<file path="src/rtl/seg7_pkg.sv">
// Shared types and constants for the multiplexed seven-segment scanner.
// Glyph table is active-high, bit order {g,f,e,d,c,b,a}.
package seg7_pkg;

    typedef enum logic {
        SHOW  = 1'b0,
        BLANK = 1'b1
    } state_e;

    localparam logic [6:0] SEG_LUT [16] = '{
        7'h3F, 7'h06, 7'h5B, 7'h4F,
        7'h66, 7'h6D, 7'h7D, 7'h07,
        7'h7F, 7'h6F, 7'h77, 7'h7C,
        7'h39, 7'h5E, 7'h79, 7'h71
    };

endpackage

</file>
<file path="src/rtl/seg7_if.sv">
// Frame load port between the processor output register and the scanner.
// The master presents a frame and strobes load; the slave acknowledges.
interface seg7_if #(
    parameter int DIGITS = 4
);

    logic [4*DIGITS-1:0] value;
    logic [DIGITS-1:0]   dp_mask;
    logic [DIGITS-1:0]   blank_mask;
    logic                load;
    logic                load_ack;

    modport master (
        output value,
        output dp_mask,
        output blank_mask,
        output load,
        input  load_ack
    );

    modport slave (
        input  value,
        input  dp_mask,
        input  blank_mask,
        input  load,
        output load_ack
    );

endinterface

</file>
<file path="src/rtl/seg7_hex_decode.sv">
// Nibble to active-high segment pattern; a blanked digit lights nothing.
// Pin polarity is handled by the caller.
module seg7_hex_decode
    import seg7_pkg::*;
(
    input  logic [3:0] nibble,
    input  logic       blank,
    output logic [6:0] pattern
);

    always_comb begin
        pattern = 7'h00;
        if (!blank) begin
            pattern = SEG_LUT[nibble];
        end
    end

endmodule

</file>
<file path="src/rtl/seg7_scan.sv">
// Multiplexed seven-segment scanner stepped by an asynchronous slow toggle,
// with a double-buffered frame committed only when the scan wraps.
module seg7_scan
    import seg7_pkg::*;
#(
    parameter int DIGITS       = 4,
    parameter int GUARD_CYCLES = 2,
    parameter bit ACTIVE_LOW   = 1'b1
) (
    input  logic              clk,
    input  logic              rst,
    input  logic              sclk,
    seg7_if.slave             bus,
    output logic [6:0]        seg,
    output logic              dp,
    output logic [DIGITS-1:0] an,
    output logic              frame_done
);

    localparam int IW = (DIGITS > 1) ? $clog2(DIGITS) : 1;
    localparam int CW = (GUARD_CYCLES > 1) ? $clog2(GUARD_CYCLES) : 1;
    localparam logic [IW-1:0] LAST = IW'(DIGITS - 1);

    localparam logic [6:0]        SEG_OFF = {7{ACTIVE_LOW}};
    localparam logic [DIGITS-1:0] AN_OFF  = {DIGITS{ACTIVE_LOW}};
    localparam logic              DP_OFF  = ACTIVE_LOW;

    logic s1_q, s1_d;
    logic s2_q, s2_d;
    logic s3_q, s3_d;

    state_e        state_q, state_d;
    logic [IW-1:0] idx_q, idx_d;
    logic [CW-1:0] cnt_q, cnt_d;

    logic [4*DIGITS-1:0] disp_val_q, disp_val_d;
    logic [DIGITS-1:0]   disp_dp_q, disp_dp_d;
    logic [DIGITS-1:0]   disp_blank_q, disp_blank_d;

    logic [4*DIGITS-1:0] pend_val_q, pend_val_d;
    logic [DIGITS-1:0]   pend_dp_q, pend_dp_d;
    logic [DIGITS-1:0]   pend_blank_q, pend_blank_d;
    logic                pend_valid_q, pend_valid_d;

    logic load_ack_q, load_ack_d;

    logic [6:0]        seg_q, seg_d;
    logic              dp_q, dp_d;
    logic [DIGITS-1:0] an_q, an_d;

    logic step;
    logic wrap;

    logic [3:0]        cur_nib;
    logic              cur_blank;
    logic              cur_dp;
    logic [6:0]        cur_pat;
    logic [DIGITS-1:0] cur_onehot;

    assign step = s2_q & ~s3_q;
    // Only a step accepted in SHOW advances; the last digit's step wraps.
    assign wrap = step && (state_q == SHOW) && (idx_q == LAST);

    always_ff @(posedge clk) begin
        if (rst) begin
            s1_q         <= 1'b0;
            s2_q         <= 1'b0;
            s3_q         <= 1'b0;
            state_q      <= SHOW;
            idx_q        <= LAST;
            cnt_q        <= '0;
            disp_val_q   <= '0;
            disp_dp_q    <= '0;
            disp_blank_q <= '0;
            pend_val_q   <= '0;
            pend_dp_q    <= '0;
            pend_blank_q <= '0;
            pend_valid_q <= 1'b0;
            load_ack_q   <= 1'b0;
            seg_q        <= SEG_OFF;
            dp_q         <= DP_OFF;
            an_q         <= AN_OFF;
        end else begin
            s1_q         <= s1_d;
            s2_q         <= s2_d;
            s3_q         <= s3_d;
            state_q      <= state_d;
            idx_q        <= idx_d;
            cnt_q        <= cnt_d;
            disp_val_q   <= disp_val_d;
            disp_dp_q    <= disp_dp_d;
            disp_blank_q <= disp_blank_d;
            pend_val_q   <= pend_val_d;
            pend_dp_q    <= pend_dp_d;
            pend_blank_q <= pend_blank_d;
            pend_valid_q <= pend_valid_d;
            load_ack_q   <= load_ack_d;
            seg_q        <= seg_d;
            dp_q         <= dp_d;
            an_q         <= an_d;
        end
    end

    always_comb begin
        state_d = state_q;
        idx_d   = idx_q;
        cnt_d   = cnt_q;
        unique case (state_q)
            SHOW: begin
                if (step) begin
                    state_d = BLANK;
                    cnt_d   = CW'(GUARD_CYCLES - 1);
                    idx_d   = wrap ? '0 : idx_q + IW'(1);
                end
            end
            BLANK: begin
                if (cnt_q == '0) begin
                    state_d = SHOW;
                end else begin
                    cnt_d = cnt_q - CW'(1);
                end
            end
            default: ;
        endcase
    end

    always_comb begin
        s1_d = sclk;
        s2_d = s1_q;
        s3_d = s2_q;

        load_ack_d   = bus.load;
        pend_val_d   = pend_val_q;
        pend_dp_d    = pend_dp_q;
        pend_blank_d = pend_blank_q;
        pend_valid_d = pend_valid_q;
        disp_val_d   = disp_val_q;
        disp_dp_d    = disp_dp_q;
        disp_blank_d = disp_blank_q;

        // Commit reads the old pending copy even if a load lands now.
        if (wrap && pend_valid_q) begin
            disp_val_d   = pend_val_q;
            disp_dp_d    = pend_dp_q;
            disp_blank_d = pend_blank_q;
            pend_valid_d = 1'b0;
        end
        if (bus.load) begin
            pend_val_d   = bus.value;
            pend_dp_d    = bus.dp_mask;
            pend_blank_d = bus.blank_mask;
            pend_valid_d = 1'b1;
        end
    end

    always_comb begin
        cur_nib           = disp_val_q[{idx_q, 2'b00} +: 4];
        cur_blank         = disp_blank_q[idx_q];
        cur_dp            = disp_dp_q[idx_q] & ~cur_blank;
        cur_onehot        = '0;
        cur_onehot[idx_q] = 1'b1;
    end

    seg7_hex_decode u_dec (
        .nibble  (cur_nib),
        .blank   (cur_blank),
        .pattern (cur_pat)
    );

    // Pins change only on state transitions; idx_q already holds the new digit.
    always_comb begin
        seg_d = seg_q;
        dp_d  = dp_q;
        an_d  = an_q;
        if (state_q == SHOW && state_d == BLANK) begin
            seg_d = SEG_OFF;
            dp_d  = DP_OFF;
            an_d  = AN_OFF;
        end else if (state_q == BLANK && state_d == SHOW) begin
            seg_d = cur_pat ^ SEG_OFF;
            dp_d  = cur_dp ^ DP_OFF;
            an_d  = cur_onehot ^ AN_OFF;
        end
    end

    assign seg          = seg_q;
    assign dp           = dp_q;
    assign an           = an_q;
    assign frame_done   = wrap;
    assign bus.load_ack = load_ack_q;

endmodule
</file>
<file path="src/flat_wrapper.sv">
// flat-port wrapper written by rule: the top's interface ports become plain ports
module seg7_scan_flat import seg7_pkg::*;
#(
    parameter int DIGITS       = 4,
    parameter int GUARD_CYCLES = 2,
    parameter bit ACTIVE_LOW   = 1'b1
)
  (clk, rst, sclk, seg, dp, an, frame_done, bus_value, bus_dp_mask, bus_blank_mask, bus_load, bus_load_ack);
  seg7_if #(.DIGITS(DIGITS)) bus_i ();
  input  logic clk;
  input  logic rst;
  input  logic sclk;
  output logic [6:0] seg;
  output logic dp;
  output logic [DIGITS-1:0] an;
  output logic frame_done;
  input wire logic [$bits(bus_i.value)-1:0] bus_value;
  input wire logic [$bits(bus_i.dp_mask)-1:0] bus_dp_mask;
  input wire logic [$bits(bus_i.blank_mask)-1:0] bus_blank_mask;
  input wire logic [$bits(bus_i.load)-1:0] bus_load;
  output wire logic [$bits(bus_i.load_ack)-1:0] bus_load_ack;
  assign bus_i.value = bus_value;
  assign bus_i.dp_mask = bus_dp_mask;
  assign bus_i.blank_mask = bus_blank_mask;
  assign bus_i.load = bus_load;
  assign bus_load_ack = bus_i.load_ack;
  seg7_scan #(.DIGITS(DIGITS), .GUARD_CYCLES(GUARD_CYCLES), .ACTIVE_LOW(ACTIVE_LOW)) u_core (.clk(clk), .rst(rst), .sclk(sclk), .bus(bus_i), .seg(seg), .dp(dp), .an(an), .frame_done(frame_done));
endmodule
</file>
<file path="config.mk">
export PLATFORM = sky130hd
export DESIGN_NAME = seg7_scan_flat
export DESIGN_NICKNAME = d
export VERILOG_FILES = /design/src/rtl/seg7_pkg.sv /design/src/rtl/seg7_if.sv /design/src/rtl/seg7_hex_decode.sv /design/src/rtl/seg7_scan.sv /design/src/flat_wrapper.sv
export SDC_FILE = /design/constraint.sdc
export NUM_CORES = 1
export LEC_CHECK = 0
export ABC_AREA = 1
export BUFFER_PORTS_ARGS = -buffer_cell sky130_fd_sc_hd__buf_2
export CORE_ASPECT_RATIO = 1.5
export CORE_MARGIN = 10
export CORE_UTILIZATION = 60
export DETAILED_ROUTE_END_ITERATION = 7
export GPL_TIMING_DRIVEN = 0
export PLACE_DENSITY = 0.83
export SYNTH_ARGS = -nofsm -noshare
export SYNTH_HDL_FRONTEND = slang
export SYNTH_HIERARCHICAL = 1
export SYNTH_SLANG_ARGS = --single-unit
</file>
<file path="constraint.sdc">
create_clock -name clk -period 4.09 [get_ports clk]
set_clock_uncertainty 0.1 [all_clocks]
set_input_delay 0.409 -clock clk [delete_from_list [all_inputs] [get_ports clk]]
set_output_delay 0.409 -clock clk [all_outputs]
set_load 0.005 [all_outputs]
</file>
==> results.sh, run 1 <==
export IMPL_outcome="complete, no violations"
export IMPL_worstSetupPathType="flip-flop to flip-flop"
export IMPL_drt_iter0_drc=123
export IMPL_clk_insertion_delay_late_ps=330
export IMPL_htreeDepth=3
export IMPL_p_leak_uw=0.00178
export IMPL_worst_pin_slew_ps=519
export IMPL_area_growth_pct=14.3
export IMPL_whs_ps=184
export IMPL_grtUsageTotal_pct=15.8
export IMPL_cp_required_ps=4190
export IMPL_first_pass_iters=5
export IMPL_ys_seq_area_share_pct=44.7
export IMPL_grt_max_degree=12
export IMPL_min_period_over_period_pct=63.8
export IMPL_nNetsFinal=516
export IMPL_finalSetupViolations=0
export IMPL_synth_area_um2=3090
export IMPL_multiInputGateArea_um2=1400
export IMPL_ant_nets=0
export IMPL_cts_tree="yes"
export IMPL_drc_errors=0
export IMPL_cts_hold_buf=0
export IMPL_hp_class="input pin to flip-flop"
export IMPL_synth_compound_area_share_pct=12.5
export IMPL_cts_buffers=9
export IMPL_hold_viol=0
export IMPL_max_slew_margin_rel_pct=65.4
export IMPL_ys_types=22
export IMPL_endpoint_kind="flip-flop"
export IMPL_die_h_um=108
export IMPL_start_util_pct=62.8
export IMPL_cts_sinks=69
export IMPL_syn_inst=427
export IMPL_core_um2=4930
export IMPL_grt_pass1_wl_mm=11.0
export IMPL_synth_avg_cell_area_um2=7.24
export IMPL_grt_pass1_vias=2615
export IMPL_grt_overflow=0
export IMPL_setup_tns_ps=0
export IMPL_post_cts_buffers=0
export IMPL_final_cell_mix="nand2_1 (87), nor2_1 (87), dfxtp_1 (69), buf_2 (52), inv_1 (38)"
export IMPL_die_w_um=78.6
export IMPL_place_congestion=0.889
export IMPL_slew_violations=0
export IMPL_fp_dieArea_um2=8480
export IMPL_cap_violations=0
export IMPL_rows=31
export IMPL_num_fill_cells=442
export IMPL_synthSimpleGateAreaFrac_pct=28.6
export IMPL_io_pins=42
export IMPL_clock_path_buffers=2
export IMPL_min_period_ps=2610
export IMPL_synth_top_family_by_area="simple AND/OR/NAND/NOR gates"
export IMPL_cts_resized=0
export IMPL_path_clk_slew_ps=70
export IMPL_num_vias=2681
export IMPL_yosysWarnings=6
export IMPL_pwr_density_cell_nw_per_um2=381
export IMPL_hpwlAfterDp_mm=4.83
export IMPL_seq_area_um2=1380
export IMPL_antenna_found_initial=0
export IMPL_irDropWorstVdd_uv=332
export IMPL_synthAdderAreaFrac_pct=4.05
export IMPL_io_buffers=40
export IMPL_ys_seq_elements=69
export IMPL_wire_per_inst_um=11.9
export IMPL_synthMuxAreaShare_pct=0
export IMPL_synth_nets=465
export IMPL_final_cells=549
export IMPL_timing_fmax_mhz=383
export IMPL_drive_above_1_share_pct=21.5
export IMPL_root_buffer="clkbuf_8"
export IMPL_power_total_uw=1350
export IMPL_diodes=0
export IMPL_startpoint_type="flip-flop"
export IMPL_vias_per_cell=4.88
export IMPL_rsz0062_at_grt="false"
export IMPL_totalWireLength_mm=6.51
export IMPL_synth_xor_area_share_pct=0
export IMPL_dp_cells=533
export IMPL_arrival_ps=2710
export IMPL_crit_fanout=11
## state kept, by name (all words and copies together), names as in the netlist, 2 cells and up
| name | flops |
|---|---|
| u_core/disp_val_q | 16 |
| u_core/pend_val_q | 16 |
| u_core/seg | 7 |
| u_core/an | 4 |
| u_core/disp_blank_q | 4 |
| u_core/disp_dp_q | 4 |
| u_core/pend_blank_q | 4 |
| u_core/pend_dp_q | 4 |
| u_core/idx_q | 2 |
## Yosys cell counts
master	count	area, um^2
nand2_1	87	327
nor2_1	87	327
dfxtp_1	69	1380
inv_1	38	143
o21ai_0	35	175
a21oi_1	22	110
nor2_2	20	125
buf_2	12	60.1
o211ai_1	11	82.6
ha_1	10	125
nand3_1	10	50.1
buf_6	5	56.3
clkbuf_1	5	18.8
inv_2	4	15.0
a211oi_1	2	15.0
inv_4	2	12.5
nand2_2	2	12.5
nand3_2	2	20.0
buf_4	1	7.51
nand4_2	1	12.5
nor2_4	1	11.3
o21ai_1	1	5.00
## layout make-up
type	instances	share of cell area [%]
Sequential cell	69	39.1
Timing Repair Buffer	40	5.67
Clock buffer	11	3.72
Clock inverter	5	0.779
Multi-Input combinational cell	291	39.6
Buffer	23	4.04
Tap cell	66	2.34
Inverter	44	4.82
## metrics by stage
stage / utilization (%) / instance area [um^2] / setup slack, ps
floorplan: - / 3090 / 1980
global placement: 68.5 / 3370 / 1690
detailed placement: 68.5 / 3370 / 1580
CTS: 71.7 / 3530 / 1540
global route: 71.7 / 3530 / 1320
finish: 71.7 / 3530 / 1480
## logic make-up after synthesis
family                   Yosys count
flip-flops                        69
AO/OA/AOI/OAI                     71
AND/OR/NAND/NOR                  210
buffers and inverters             67
adder cells (fa/ha/maj)           10
## power breakdown
part           switching, uW  internal [uW]
Combinational           99.9           64.1
Sequential              18.3            706
Clock                    243            216
## routing by layer
| metal | wire length, um | GRT usage [%] | vias to the layer above | part of all wire (%) |
|---|---|---|---|---|
| met4 | 114 | 7.97 | 0 | 1.8 |
| met5 | 0 | 0 | - | 0 |
| met3 | 311 | 5.35 | 10 | 4.8 |
| li1 | - | - | 1429 | - |
| met2 | 3260 | 27.1 | 67 | 50 |
| met1 | 2830 | 16.7 | 1175 | 43 |
## worst paths after layout
path / from / cells after the start / endpoint / slack, ps
min: sclk / 3 / u_core/s1_q$_SDFF_PP0_ / 180
max reg2reg: u_core/idx_q[0]$_SDFFE_PP1P_ / 11 / u_core/seg[1]$_SDFFE_PP1P_ / 1480
min reg2reg: u_core/s1_q$_SDFF_PP0_ / 2 / u_core/s2_q$_SDFF_PP0_ / 310
max: u_core/idx_q[0]$_SDFFE_PP1P_ / 11 / u_core/seg[1]$_SDFFE_PP1P_ / 1480
## critical path, stage by stage, from the launching register on
cell,delay (ps)
dfxtp_1,330
buf_2,190
inv_2,140
buf_2,250
a21oi_1,110
a21oi_1,420
inv_1,180
ha_1,340
nand3_1,100
nand2_1,60
a21oi_1,150
o211ai_1,120
(Power assumes the default switching activity.)
==> inputs of run 2 (changes only) <==
- ABC_AREA: 1 -> 0
- CORE_UTILIZATION: 60 -> 51
- PLACE_DENSITY: 0.83 -> 0.75
- clock period: 4.09 -> 2.26 ns (I/O delays scaled with it)
==> results.sh, run 2 <==
export IMPL_outcome="complete, no violations"
export IMPL_p_leak_uw=0.00147
export IMPL_final_cell_mix="dfxtp_1 (68), buf_2 (47), nor2_1 (32), a21oi_1 (28), mux2i_1 (27)"
export IMPL_whs_endpoint="u_core/pend_blank_q[1]$_SDFFE_PP0P_"
export IMPL_totalWireLength_mm=6.24
export IMPL_r2r_slack_ps=80
export IMPL_clk_insertion_delay_late_ps=350
export IMPL_first_pass_iters=4
export IMPL_synth_edf_count=0
export IMPL_p_comb_share_pct=8.1
export IMPL_cts_tree="yes"
export IMPL_p_clk_share_pct=41.1
export IMPL_io_pins=42
export IMPL_yosysMostFrequentCell="dfxtp_1"
export IMPL_core_um2=5530
export IMPL_grt_pass1_wl_mm=10.6
export IMPL_synth_async_sr_flop_share_pct=0
export IMPL_worstSetupPathType="flip-flop to flip-flop"
export IMPL_drc_errors=0
export IMPL_synth_top_family_by_area="multiplexers"
export IMPL_fp_dieArea_um2=9300
export IMPL_whs_path_depth=3
export IMPL_cts_sinks=69
export IMPL_grt_max_degree=13
export IMPL_synth_area_top_cells="dfxtp_1 (47%), mux2i_1 (9.1%), a21oi_1 (4.7%), ha_1 (4.2%), nand3_1 (4.1%)"
export IMPL_synthSimpleGateAreaFrac_pct=14.3
export IMPL_synth_area_leader_cell="dfxtp_1"
export IMPL_ys_types=32
export IMPL_cp_required_ps=2380
export IMPL_reg2reg_from="u_core/idx_q[0]$_SDFFE_PP1P_"
export IMPL_root_buffer="clkbuf_8"
export IMPL_grt_pass1_vias=2323
export IMPL_startpoint_type="flip-flop"
export IMPL_syn_inst=305
export IMPL_arrival_ps=2300
export IMPL_synth_nets=343
export IMPL_p_sw_uw=606
export IMPL_max_slew_margin_rel_pct=65.7
export IMPL_drt_iter0_drc=105
export IMPL_synth_avg_cell_area_um2=9.69
export IMPL_r2r_end="u_core/seg[3]$_SDFFE_PP1P_"
export IMPL_worstHoldStart="bus_blank_mask[1]"
export IMPL_vias_per_cell=5.45
export IMPL_synthAdderAreaFrac_pct=4.24
export IMPL_path_clk_slew_ps=80
export IMPL_crit_fanout=5
export IMPL_diodes=0
export IMPL_whs_ps=9.37
export IMPL_slew_violations=0
export IMPL_ys_top_cells_by_count="dfxtp_1 (69), nor2_1 (32), a21oi_1 (28)"
export IMPL_grt_overflow=0
export IMPL_setup_tns_ps=0
export IMPL_worst_r2r_cell_count=8
export IMPL_grtUsageTotal_pct=14.1
export IMPL_hp_class="input pin to flip-flop"
export IMPL_start_util_pct=53.4
export IMPL_min_period_ps=2180
export IMPL_hold_viol=0
export IMPL_mostFrequentLayoutCell="dfxtp_1"
export IMPL_timing_fmax_mhz=458
export IMPL_internal_power_uw=1920
export IMPL_hpwlAfterDp_mm=4.66
export IMPL_worst_pin_slew_ps=514
export IMPL_htreeDepth=3
export IMPL_cap_violations=0
export IMPL_switching_share_pct=24.0
export IMPL_ys_seq_elements=69
export IMPL_yosysWarnings=6
export IMPL_synth_xor_area_share_pct=0
export IMPL_fin_util_pct=63.4
export IMPL_pwr_density_cell_nw_per_um2=719
export IMPL_wire_per_inst_um=14.3
export IMPL_nNetsFinal=401
export IMPL_finalSetupViolations=0
export IMPL_cts_buffers=9
export IMPL_seqPwrFrac_pct=50.8
export IMPL_synth_top_area_share_pct=46.8
export IMPL_die_h_um=113
export IMPL_io_buffers=40
export IMPL_fin_area_um2=3510
export IMPL_place_congestion=0.852
export IMPL_synth_area_um2=2950
export IMPL_synth_compound_area_share_pct=14.2
export IMPL_min_period_over_period_pct=96.6
export IMPL_clock_path_buffers=2
export IMPL_synthMuxAreaShare_pct=15.4
export IMPL_die_w_um=82.1
export IMPL_post_dp_cell_area_um2=3240
export IMPL_drive_above_1_share_pct=24.5
export IMPL_synth_flop_cell="dfxtp_1"
export IMPL_fin_ws_ps=76.5
export IMPL_ant_nets=0
export IMPL_antenna_found_initial=0
export IMPL_dpl_worst_slack_ps=-154
export IMPL_num_vias=2387
export IMPL_endpoint_kind="flip-flop"
export IMPL_rows=33
export IMPL_area_growth_pct=18.7
export IMPL_irDropWorstVdd_uv=490
export IMPL_ys_seq_area_share_pct=46.8
run 2: cell types whose count changed after synthesis, sizes merged, moves of 5 or more:
cell    change
nor2b       +6
clkbuf      +9
buf         -7
mux4        +7
mux2i      +27
nor3        +5
o21ai      -11
nand2      -77
nor2       -76
inv        -35
a21oi       +6
nand3      +12
run 2: metal layers:
metal	track usage [%]	wire length (um)	vias to the layer above
li1	-	-	1196
met5	0	0	-
met4	6.26	98	0
met3	4.36	373	8
met2	23.4	3130	55
met1	16.0	2640	1128
run 2: kinds of logic (layout without fill, tap and decap cells):
group / after synthesis / in the layout
flip-flops: 69 / 69
AND/OR/NAND/NOR: 85 / 85
AO/OA/AOI/OAI: 72 / 72
multiplexers: 35 / 35
buffers and inverters: 34 / 97
adder cells (fa/ha/maj): 10 / 10
run 2: per-stage QoR:
step / cells / total power, uW
2_1_floorplan: 305 / 1440
3_3_place_gp: 415 / 1500
3_5_place_dp: 415 / 1510
4_1_cts: 436 / 2540
5_1_grt: 438 / 2610
6_report: 438 / 2520
run 2: power by group through the flow:
stage / clock [uW] / combinational, uW / sequential, uW
after global placement: 0 / 193 / 1310
after detailed placement: 0 / 198 / 1310
after global routing: 1100 / 228 / 1290
after floorplan: 0 / 135 / 1300
final: 1040 / 203 / 1280
after CTS: 1050 / 204 / 1280
run 2: area by class of cell:
class                      instances  area [um^2]
fill                             484         2030
sequential                        69         1380
timing repair buffer              47          255
tap                               70         87.6
clock buffer                      11          151
inverter                           9         33.8
clock inverter                     5         58.8
buffer                            25          119
multi-input combinational        202         1420
run 2: worst max path at each step:
| stage | startpoint | endpoint | slack [ps] | cells past startpoint |
|---|---|---|---|---|
| after floorplan | u_core/idx_q[0]$_SDFFE_PP1P_ | u_core/seg[3]$_SDFFE_PP1P_ | 0.8 | 8 |
| after global placement | u_core/idx_q[0]$_SDFFE_PP1P_ | u_core/seg[3]$_SDFFE_PP1P_ | -110 | 8 |
| after detailed placement | u_core/idx_q[0]$_SDFFE_PP1P_ | u_core/seg[3]$_SDFFE_PP1P_ | -150 | 8 |
| after CTS | u_core/idx_q[0]$_SDFFE_PP1P_ | u_core/seg[3]$_SDFFE_PP1P_ | 20 | 8 |
| after global routing | u_core/idx_q[0]$_SDFFE_PP1P_ | u_core/seg[3]$_SDFFE_PP1P_ | -7 | 8 |
| final | u_core/idx_q[0]$_SDFFE_PP1P_ | u_core/seg[3]$_SDFFE_PP1P_ | 80 | 8 |
run 2: timing repair:
item / CTS / global route
hold endpoints to repair: 1 / 0
setup buffers: 4 / 2
resized for setup: 3 / 4
endpoints found under the setup margin: 5 / 4
hold buffers: 1 / 0
run 2: worst max-delay path: stages, from the launching register on:
cell and delay (ps):
dfxtp_2 350, buf_6 130, mux4_2 560, inv_2 120
ha_1 130, inv_1 50, mux4_2 450, nor2_1 90
o211ai_1 90
==> inputs of run 3 (changes only) <==
--- a/config.mk
+++ b/config.mk
@@ -7,5 +7,5 @@
 export LEC_CHECK = 0
 export ABC_AREA = 0
-export BUFFER_PORTS_ARGS = -buffer_cell sky130_fd_sc_hd__buf_2
+export BUFFER_PORTS_ARGS = -buffer_cell sky130_fd_sc_hd__clkbuf_2
 export CORE_ASPECT_RATIO = 1.5
 export CORE_MARGIN = 10
==> constraint.sdc (replaced) <==
create_clock -name clk -period 2.26 [get_ports clk]
set_clock_uncertainty 0.1 [all_clocks]
set_input_delay 0 -clock clk [delete_from_list [all_inputs] [get_ports clk]]
set_output_delay 0 -clock clk [all_outputs]
set_load 0.005 [all_outputs]
==> results.sh, run 3 (same netlist as run 2, synthesis figures left out) <==
export IMPL_outcome="complete, no violations"
export IMPL_die_w_um=82.1
export IMPL_worstSetupPathType="flip-flop to flip-flop"
export IMPL_dp_cells=415
export IMPL_core_um2=5530
export IMPL_pwr_density_cell_nw_per_um2=753
export IMPL_slowest_stage="mux4_2"
export IMPL_finalSetupViolations=0
export IMPL_num_vias=2528
export IMPL_clk_insertion_delay_late_ps=350
export IMPL_drt_iter0_drc=96
export IMPL_irDropWorstVdd_uv=564
export IMPL_htreeDepth=3
export IMPL_grtUsageTotal_pct=15.9
export IMPL_endpoint_kind="flip-flop"
export IMPL_rsz0062_at_grt="true"
export IMPL_p_leak_uw=0.00168
export IMPL_seqPwrFrac_pct=43.2
export IMPL_dpl_worst_slack_ps=-159
export IMPL_grt_pass1_vias=2544
export IMPL_nNetsFinal=436
export IMPL_crit_fanout=5
export IMPL_cts_tree="yes"
export IMPL_cts_buffers=9
export IMPL_grt_pass1_wl_mm=11.9
export IMPL_crit_buf_inv=3
export IMPL_startpoint_type="flip-flop"
export IMPL_grt_max_degree=13
export IMPL_fp_dieArea_um2=9300
export IMPL_io_buffers=40
export IMPL_diodes=0
export IMPL_p_sw_uw=621
export IMPL_cap_violations=0
export IMPL_p_clk_share_pct=48.1
export IMPL_hp_class="input pin to flip-flop"
export IMPL_die_h_um=113
export IMPL_drc_errors=0
export IMPL_slew_violations=0
export IMPL_cts_sinks=69
export IMPL_r2r_slack_ps=60
export IMPL_grt_overflow=0
export IMPL_max_slew_margin_rel_pct=64.1
export IMPL_vias_per_cell=5.34
export IMPL_p_comb_share_pct=8.7
export IMPL_drive_above_1_share_pct=23.8
export IMPL_start_util_pct=53.4
export IMPL_hpwlAfterDp_mm=4.74
export IMPL_rows=33
export IMPL_mostFrequentLayoutCell="dfxtp_1"
export IMPL_io_pins=42
export IMPL_fin_ws_ps=58.4
export IMPL_place_congestion=0.861
export IMPL_whs_ps=181
export IMPL_final_cell_mix="dfxtp_1 (68), clkbuf_2 (40), dlygate4sd3_1 (32), nor2_1 (31), a21oi_1 (28)"
export IMPL_min_period_over_period_pct=97.4
export IMPL_cp_required_ps=2380
export IMPL_cpPeakStageDelay_ps=570
export IMPL_final_cells=473
export IMPL_switching_share_pct=20.9
export IMPL_antenna_found_initial=0
export IMPL_cp_cell_sequence="buf_6, mux4_2, inv_2, ha_4, inv_2, mux4_2, nor2_2, o211ai_1"
export IMPL_hold_viol=0
export IMPL_critical_path_top_delay_family="multiplexers"
export IMPL_min_period_ps=2200
export IMPL_timing_fmax_mhz=454
export IMPL_num_fill_cells=425
export IMPL_area_growth_pct=33.4
export IMPL_ant_nets=0
export IMPL_fin_util_pct=71.2
export IMPL_root_buffer="clkbuf_8"
export IMPL_path_clk_slew_ps=70
export IMPL_clock_path_buffers=2
export IMPL_totalWireLength_mm=7.14
export IMPL_internal_power_uw=2350
export IMPL_first_pass_iters=4
export IMPL_worst_pin_slew_ps=539
export IMPL_wire_per_inst_um=15.1
export IMPL_arrival_ps=2320
-- run 3: worst register-to-register path, delay by kind of cell (launching register included) --
family	cells	cell delay, ps
mux	2	1020
flops	1	340
compound gates	1	80
simple gates	1	120
buf+inv	3	280
fa+ha+maj	1	140
-- run 3: area by class of cell --
type / count / area [um^2] / share of cell area [%]
repair buffers: 82 / 596 / 15.1
inverters: 9 / 36.3 / 0.921
multi-input cells: 202 / 1430 / 36.4
flip-flops and latches: 69 / 1380 / 35.1
clock inverters: 6 / 159 / 4.03
clock buffers: 10 / 128 / 3.24
plain buffers: 25 / 119 / 3.02
well taps: 70 / 87.6 / 2.22
-- run 3: power by group through the flow --
stage | Clock [uW] | Combinational [uW] | Sequential (uW)
after detailed placement | 0 | 199 | 1310
after floorplan | 0 | 135 | 1300
final | 1430 | 259 | 1280
after CTS | 1450 | 251 | 1280
after global placement | 0 | 194 | 1310
after global routing | 1500 | 286 | 1290
-- run 3: worst paths after layout --
check	start	end	cells after the start
worst max-delay path	u_core/idx_q[0]$_SDFFE_PP1P_	u_core/seg[3]$_SDFFE_PP1P_	8
worst min-delay path	bus_load	u_core/bus.load_ack$_SDFF_PP0_	3
worst max register to register	u_core/idx_q[0]$_SDFFE_PP1P_	u_core/seg[3]$_SDFFE_PP1P_	8
worst min register to register	u_core/s1_q$_SDFF_PP0_	u_core/s2_q$_SDFF_PP0_	1
-- run 3: routing by layer --
| layer | up-vias | share of wire [%] | routed length [um] | global-route usage (%) |
|---|---|---|---|---|
| met1 | 1192 | 39 | 2810 | 17.5 |
| met4 | 0 | 1.2 | 88 | 6.04 |
| met3 | 9 | 5.7 | 406 | 5.07 |
| li1 | 1270 | - | - | - |
| met2 | 57 | 54 | 3830 | 27.3 |
| met5 | - | 0 | 0 | 0 |
-- run 3: what timing repair did --
item / CTS / global route
pin swaps: 0 / 3
hold endpoints to repair: 27 / 0
setup buffers: 4 / 6
gates resized for setup: 4 / 8
hold buffers: 32 / 0
endpoints found under the setup margin: 5 / 3
gates cloned: 0 / 0
-- run 3: metrics by stage --
stage	power, uW	setup TNS (ps)	area, um^2
2_1_floorplan	1440	0	2950
3_3_place_gp	1500	-186	3240
3_5_place_dp	1510	-289	3240
4_1_cts	2980	0	3870
5_1_grt	3070	-24.9	3940
6_report	2970	0	3940
